[src/rtl/blink_pkg.sv]
// Shared types and sizing helpers for the blink_tx LED pattern driver.
package blink_pkg;

  typedef enum logic [1:0] {IDLE, ON, OFF} state_t;

  localparam int DEFAULT_ON_CYCLES  = 4;
  localparam int DEFAULT_OFF_CYCLES = 4;
  localparam int DEFAULT_CNT_W      = 4;

  // Width needed to hold the longer of the two phase lengths.
  function automatic int phase_width(input int on_c, input int off_c);
    int m;
    m = (on_c > off_c) ? on_c : off_c;
    return $clog2(m + 1);
  endfunction

  localparam int PH_W = phase_width(DEFAULT_ON_CYCLES, DEFAULT_OFF_CYCLES);

endpackage

[src/rtl/blink_if.sv]
// Request/status bundle between a requester and the blink_tx driver.
interface blink_if
  import blink_pkg::*;
#(
  parameter int CNT_W = DEFAULT_CNT_W
) ();

  logic             req;
  logic [CNT_W-1:0] count;
  logic             led_n;
  logic             busy;
  logic             done;
  logic             dropped;

  modport master (output req, count, input led_n, busy, done, dropped);
  modport slave  (input req, count, output led_n, busy, done, dropped);

endinterface

[src/rtl/blink_timer.sv]
// Loadable down-counter; tc is high once the count has reached zero.
module blink_timer
  import blink_pkg::*;
#(
  parameter int W = PH_W
) (
  input  logic         clk,
  input  logic         rst,
  input  logic         load,
  input  logic [W-1:0] load_value,
  output logic         tc
);

  logic [W-1:0] cnt;

  always_ff @(posedge clk) begin
    if (rst) begin
      cnt <= '0;
    end else if (load) begin
      cnt <= load_value;
    end else if (cnt != '0) begin
      cnt <= cnt - W'(1);
    end
  end

  assign tc = (cnt == '0);

endmodule

[src/rtl/blink_tx.sv]
// Turns single-cycle requests into N visible blinks on an active-low LED,
// with a one-deep pending-request slot and busy/done/dropped status.
module blink_tx
  import blink_pkg::*;
#(
  parameter int ON_CYCLES  = DEFAULT_ON_CYCLES,
  parameter int OFF_CYCLES = DEFAULT_OFF_CYCLES,
  parameter int CNT_W      = DEFAULT_CNT_W
) (
  input logic   clk,
  input logic   rst,
  blink_if.slave bus
);

  localparam int TW = phase_width(ON_CYCLES, OFF_CYCLES);
  localparam logic [TW-1:0] ON_LOAD  = TW'(ON_CYCLES - 1);
  localparam logic [TW-1:0] OFF_LOAD = TW'(OFF_CYCLES - 1);

  if (ON_CYCLES < 1 || OFF_CYCLES < 1) begin : g_param_check
    $error("blink_tx: ON_CYCLES and OFF_CYCLES must both be at least 1");
  end

  state_t           state_q, state_d;
  logic [CNT_W-1:0] blinks_q, blinks_d;
  logic             slot_valid_q, slot_valid_d;
  logic [CNT_W-1:0] slot_count_q, slot_count_d;
  logic             done_q, done_d;
  logic             dropped_q, dropped_d;
  logic             timer_load;
  logic [TW-1:0]    timer_value;
  logic             timer_tc;
  logic             accept;
  logic             slot_req;

  blink_timer #(.W(TW)) u_timer (
    .clk       (clk),
    .rst       (rst),
    .load      (timer_load),
    .load_value(timer_value),
    .tc        (timer_tc)
  );

  assign accept = bus.req && (bus.count != '0);

  always_comb begin
    state_d      = state_q;
    blinks_d     = blinks_q;
    slot_valid_d = slot_valid_q;
    slot_count_d = slot_count_q;
    done_d       = 1'b0;
    dropped_d    = 1'b0;
    timer_load   = 1'b0;
    timer_value  = '0;
    slot_req     = 1'b0;

    case (state_q)
      IDLE: begin
        if (accept) begin
          state_d     = ON;
          blinks_d    = bus.count;
          timer_load  = 1'b1;
          timer_value = ON_LOAD;
        end
      end
      ON: begin
        slot_req = accept;
        if (timer_tc) begin
          state_d     = OFF;
          timer_load  = 1'b1;
          timer_value = OFF_LOAD;
        end
      end
      OFF: begin
        // Last OFF cycle of the final blink: hand over to the slot or a fresh request.
        if (timer_tc && blinks_q <= CNT_W'(1)) begin
          done_d = 1'b1;
          if (slot_valid_q) begin
            state_d      = ON;
            blinks_d     = slot_count_q;
            timer_load   = 1'b1;
            timer_value  = ON_LOAD;
            slot_valid_d = accept;
            if (accept) begin
              slot_count_d = bus.count;
            end
          end else if (accept) begin
            state_d     = ON;
            blinks_d    = bus.count;
            timer_load  = 1'b1;
            timer_value = ON_LOAD;
          end else begin
            state_d = IDLE;
          end
        end else begin
          slot_req = accept;
          if (timer_tc) begin
            state_d     = ON;
            blinks_d    = blinks_q - CNT_W'(1);
            timer_load  = 1'b1;
            timer_value = ON_LOAD;
          end
        end
      end
      default: begin
        state_d = IDLE;
      end
    endcase

    if (slot_req) begin
      if (!slot_valid_q) begin
        slot_valid_d = 1'b1;
        slot_count_d = bus.count;
      end else begin
        dropped_d = 1'b1;
      end
    end
  end

  always_ff @(posedge clk) begin
    if (rst) begin
      state_q      <= IDLE;
      blinks_q     <= '0;
      slot_valid_q <= 1'b0;
      slot_count_q <= '0;
      done_q       <= 1'b0;
      dropped_q    <= 1'b0;
    end else begin
      state_q      <= state_d;
      blinks_q     <= blinks_d;
      slot_valid_q <= slot_valid_d;
      slot_count_q <= slot_count_d;
      done_q       <= done_d;
      dropped_q    <= dropped_d;
    end
  end

  assign bus.led_n   = (state_q != ON);
  assign bus.busy    = (state_q != IDLE);
  assign bus.done    = done_q;
  assign bus.dropped = dropped_q;

endmodule

[src/flat_wrapper.sv]
// flat-port wrapper written by rule: the top's interface ports become plain ports
module blink_tx_flat import blink_pkg::*;
#(
  parameter int ON_CYCLES  = DEFAULT_ON_CYCLES,
  parameter int OFF_CYCLES = DEFAULT_OFF_CYCLES,
  parameter int CNT_W      = DEFAULT_CNT_W
)
  (clk, rst, bus_req, bus_count, bus_led_n, bus_busy, bus_done, bus_dropped);
  blink_if #(.CNT_W(CNT_W)) bus_i ();
  input logic clk;
  input logic rst;
  input wire logic [$bits(bus_i.req)-1:0] bus_req;
  input wire logic [$bits(bus_i.count)-1:0] bus_count;
  output wire logic [$bits(bus_i.led_n)-1:0] bus_led_n;
  output wire logic [$bits(bus_i.busy)-1:0] bus_busy;
  output wire logic [$bits(bus_i.done)-1:0] bus_done;
  output wire logic [$bits(bus_i.dropped)-1:0] bus_dropped;
  assign bus_i.req = bus_req;
  assign bus_i.count = bus_count;
  assign bus_led_n = bus_i.led_n;
  assign bus_busy = bus_i.busy;
  assign bus_done = bus_i.done;
  assign bus_dropped = bus_i.dropped;
  blink_tx #(.ON_CYCLES(ON_CYCLES), .OFF_CYCLES(OFF_CYCLES), .CNT_W(CNT_W)) u_core (.clk(clk), .rst(rst), .bus(bus_i));
endmodule
[config.mk]
export PLATFORM = sky130hd
export DESIGN_NAME = blink_tx_flat
export DESIGN_NICKNAME = d
export VERILOG_FILES = /design/src/rtl/blink_pkg.sv /design/src/rtl/blink_if.sv /design/src/rtl/blink_timer.sv /design/src/rtl/blink_tx.sv /design/src/flat_wrapper.sv
export SDC_FILE = /design/constraint.sdc
export NUM_CORES = 1
export LEC_CHECK = 0
export CORE_MARGIN = 2
export CORE_UTILIZATION = 63
export CTS_BUF_LIST = sky130_fd_sc_hd__clkbuf_4
export DETAILED_ROUTE_END_ITERATION = 7
export GPL_TIMING_DRIVEN = 1
export PLACE_DENSITY = 0.86
export SYNTH_ARGS = -nofsm -noshare
export SYNTH_HDL_FRONTEND = slang
export SYNTH_SLANG_ARGS = --single-unit
[constraint.sdc]
create_clock -name clk -period 5.2 [get_ports clk]
set_input_delay 0.52 -clock clk [delete_from_list [all_inputs] [get_ports clk]]
set_output_delay 0.52 -clock clk [all_outputs]
set_load 0.03 [all_outputs]
==> results.py <==
metrics = {
    "clock_tree": {
        "clk_pin_slew_ns": 0.09,
        "cts_resized": 0,
        "clock_path_buffers": 2,
        "cts_root_buf": "clkbuf_4",
        "cts_num_sinks": 16,
        "cts_inserted_buffers": 3,
        "htree_num_levels": 1,
        "tritoncts": "built",
        "clkLatencyLatePin_ns": 0.28,
        "hold_buffers": 0,
        "cts_post_setup_buffers_inserted": 0,
    },
    "routing": {
        "antenna_left": 0,
        "dr.pass1.iters": 5,
        "drc": 0,
        "vias": 1137,
        "viasPerCell": 6.610,
        "routed_wl_mm": 2.639,
        "drt_iter0_markers": 110,
        "wl_per_cell_um": 15.34,
    },
    "critical_path": {
        "r2r_end": "u_core.state_q[0]",
        "critPathMostFrequentCell": "inv_1",
        "path_cells": "inv_1 -> ha_1 -> inv_1 -> clkdlybuf4s50_1",
        "reg2reg_from": "u_core.u_timer.cnt[0]",
        "crit_path_end_kind": "primary output",
        "rrSetupSlack_ns": 3.07,
        "crit_arrival_ns": 1.86,
        "start_kind": "flip-flop",
        "rr_worst_depth": 6,
        "crit_fanout": 5,
        "crit_type": "reg -> out",
        "required_ns": 4.68,
        "cp_slowest_cell": "clkdlybuf4s50_1",
        "slowest_delay_ns": 0.68,
    },
    "global_routing": {
        "antenna_found_initial": 0,
        "grt-ovfl-total": 0,
        "grt_pass1_wl_mm": 4.264,
        "grt_max_degree": 23,
        "grt_pass1_vias": 968,
        "grt_use_total_pct": 26.84,
    },
    "die": {
        "start_util_pct": 67.31,
        "die_h_um": 47.19,
        "core_sq_mm": 0.001745,
        "pin_count": 11,
        "die_area_sq_mm": 0.002226,
        "die_w_um": 47.19,
        "rows": 15,
    },
    "synth": {
        "synth_nets": 158,
        "synth_top_area_cell": "dfxtp_1",
        "syn_area_sq_mm": 0.001175,
        "synth_area_leaders": "dfxtp_1 27%, ha_1 9.6%, nand2b_1 5.3%",
        "syn_inst": 142,
        "yosys_register_bits": 16,
        "ys_seq_area_share_pct": 27.26,
        "synth_warnings": 0,
        "yosysTopAreaCellShare_pct": 27.26,
        "synth_cell_types": 44,
        "synth_area_per_cell_sq_um": 8.274,
        "synth_edf_count": 0,
        "synth-main-ff-cell": "dfxtp_1",
        "async_reset_ff_share_pct": 0,
    },
    "min_path": {
        "min_to": "u_core.slot_count_q[2]",
        "hp-class": "reg -> reg",
        "holdPathStages": 2,
        "min-delay-start": "u_core.slot_count_q[2]",
    },
    "outcome": {
        "status": "finished clean",
    },
    "timing": {
        "slew_headroom_pct": 48.75,
        "rsz0062_at_grt": "no",
        "setup_viol": 0,
        "min_period_ns": 2.378,
        "worst_pin_slew_ns": 0.7605,
        "clock.fmax_mhz": 420.6,
        "totalNegativeSetupSlack_ns": 0,
        "period_share_pct": 45.73,
        "final_hold_viol_count": 0,
        "holdWs_ns": 0.4863,
        "drv_slew": 0,
        "skew_ns": 0.001070,
    },
    "cells_and_area": {
        "area_growth_pct": 9.904,
        "diodes": 0,
        "nFillCells": 143,
        "nNetsFinal": 165,
        "drive_above_1_share_pct": 4.762,
    },
    "place": {
        "hpwl_mm": 1.952,
        "io_buffers": 10,
        "place_congestion": 0.9117,
    },
    "pwr": {
        "max-vdd-ir-drop_uv": 417.6,
        "finalPower_mw": 0.6934,
        "p_per_area_mw_per_mm2": 537.0,
        "p_leak_nw": 0.4430,
    },
    "job": {
        "drv_cap": 0,
    },
}
==> synth_stat cells, types with 3 or more instances <==
master,instances
dfxtp_1,16
nor2_1,11
inv_1,10
nand2b_1,10
ha_1,9
clkbuf_1,7
nand2_1,6
nor3_1,6
o21ai_0,6
a21oi_1,5
a31oi_1,5
mux2i_1,5
o211ai_1,4
a22o_1,3
nand3_1,3
o311ai_0,3
o31ai_1,3
==> state kept, by name, indices dropped and copies added, names as in the netlist <==
signal,count
u_core.u_timer.cnt,3
u_core.state_q,2
u_core.slot_count_q,4
u_core.blinks_q,4
u_core.slot_valid_q,1
u_core.bus.done,1
u_core.bus.dropped,1
==> cell usage in the layout (no fill, tap or decap), types with 2 or more instances in the layout <==
| master | synthesis | layout |
|---|---|---|
| dfxtp_1 | 16 | 16 |
| nor2_1 | 11 | 11 |
| inv_1 | 10 | 10 |
| nand2b_1 | 10 | 10 |
| clkdlybuf4s50_1 | 0 | 10 |
| ha_1 | 9 | 9 |
| o21ai_0 | 6 | 6 |
| nor3_1 | 6 | 6 |
| nand2_1 | 6 | 6 |
| mux2i_1 | 5 | 5 |
| a31oi_1 | 5 | 5 |
| a21oi_1 | 5 | 5 |
| o211ai_1 | 4 | 4 |
| nand3_1 | 3 | 3 |
| o311ai_0 | 3 | 3 |
| o31ai_1 | 3 | 3 |
| a22o_1 | 3 | 3 |
| clkbuf_4 | 0 | 3 |
| nor2b_1 | 2 | 2 |
| o22ai_1 | 2 | 2 |
| a32oi_1 | 2 | 2 |
==> worst max-delay path by stage <==
| stage | endpoint | startpoint |
|---|---|---|
| after CTS | bus_busy | u_core.state_q[0] |
| after global routing | bus_busy | u_core.state_q[0] |
| after detailed placement | u_core.u_timer.cnt[0] | bus_count[1] |
| after floorplan | u_core.slot_count_q[0] | u_core.u_timer.cnt[0] |
| final | bus_busy | u_core.state_q[0] |
| after global placement | u_core.u_timer.cnt[0] | bus_count[1] |
==> critical path: cells and delay by family (launching register included) <==
family	cells	cell delay, ns
adders and majority gates	1	0.26
DFF	1	0.41
buffers and inverters	3	0.91
==> per-stage QoR <==
stage | instance area, sq um | setup slack, ns | utilization (%) | cells
global route | 1291 | 2.753 | 73.98 | 172
floorplan | 1175 | 3.374 | - | 142
detailed placement | 1269 | 2.609 | 72.69 | 169
CTS | 1291 | 2.833 | 73.98 | 172
finish | 1291 | 2.822 | 73.98 | 172
global placement | 1269 | 2.744 | 72.69 | 169
==> power breakdown <==
group          total [mW]  internal (mW)  switching, mW
Sequential          0.200          0.160         0.0399
Clock              0.0653         0.0269         0.0384
Combinational       0.428          0.166          0.262
Total               0.693          0.353          0.340
==> routing by layer <==
layer  global-route usage [%]  wire length [um]
met5                        0                 0
met2                    40.82              1226
met4                    10.56                46
met1                    38.69              1115
met3                    3.077               250
==> area by class of cell <==
class,instances,area (sq um),share of cell area [%]
Tap cell,25,31.28,2.422
Clock buffer,3,22.52,1.744
Timing Repair Buffer,10,100.1,7.752
Multi-Input combinational cell,108,779.5,60.37
Inverter,10,37.54,2.907
Sequential cell,16,320.3,24.81
==> cell families (layout without fill, tap and decap cells) <==
logic type | after synthesis | count (layout) | share of synthesized area [%]
AOI/OAI and AO/OA | 47 | 47 | 30.99
adders and majority gates | 9 | 9 | 9.585
xor gates and xnor gates | 1 | 1 | 0.7456
buffers and inverters | 18 | 23 | 6.390
muxes | 5 | 5 | 4.260
DFF | 16 | 16 | 27.26
and+or+nand+nor | 46 | 46 | 20.77
No activity file was read; power rests on OpenSTA's default activity.
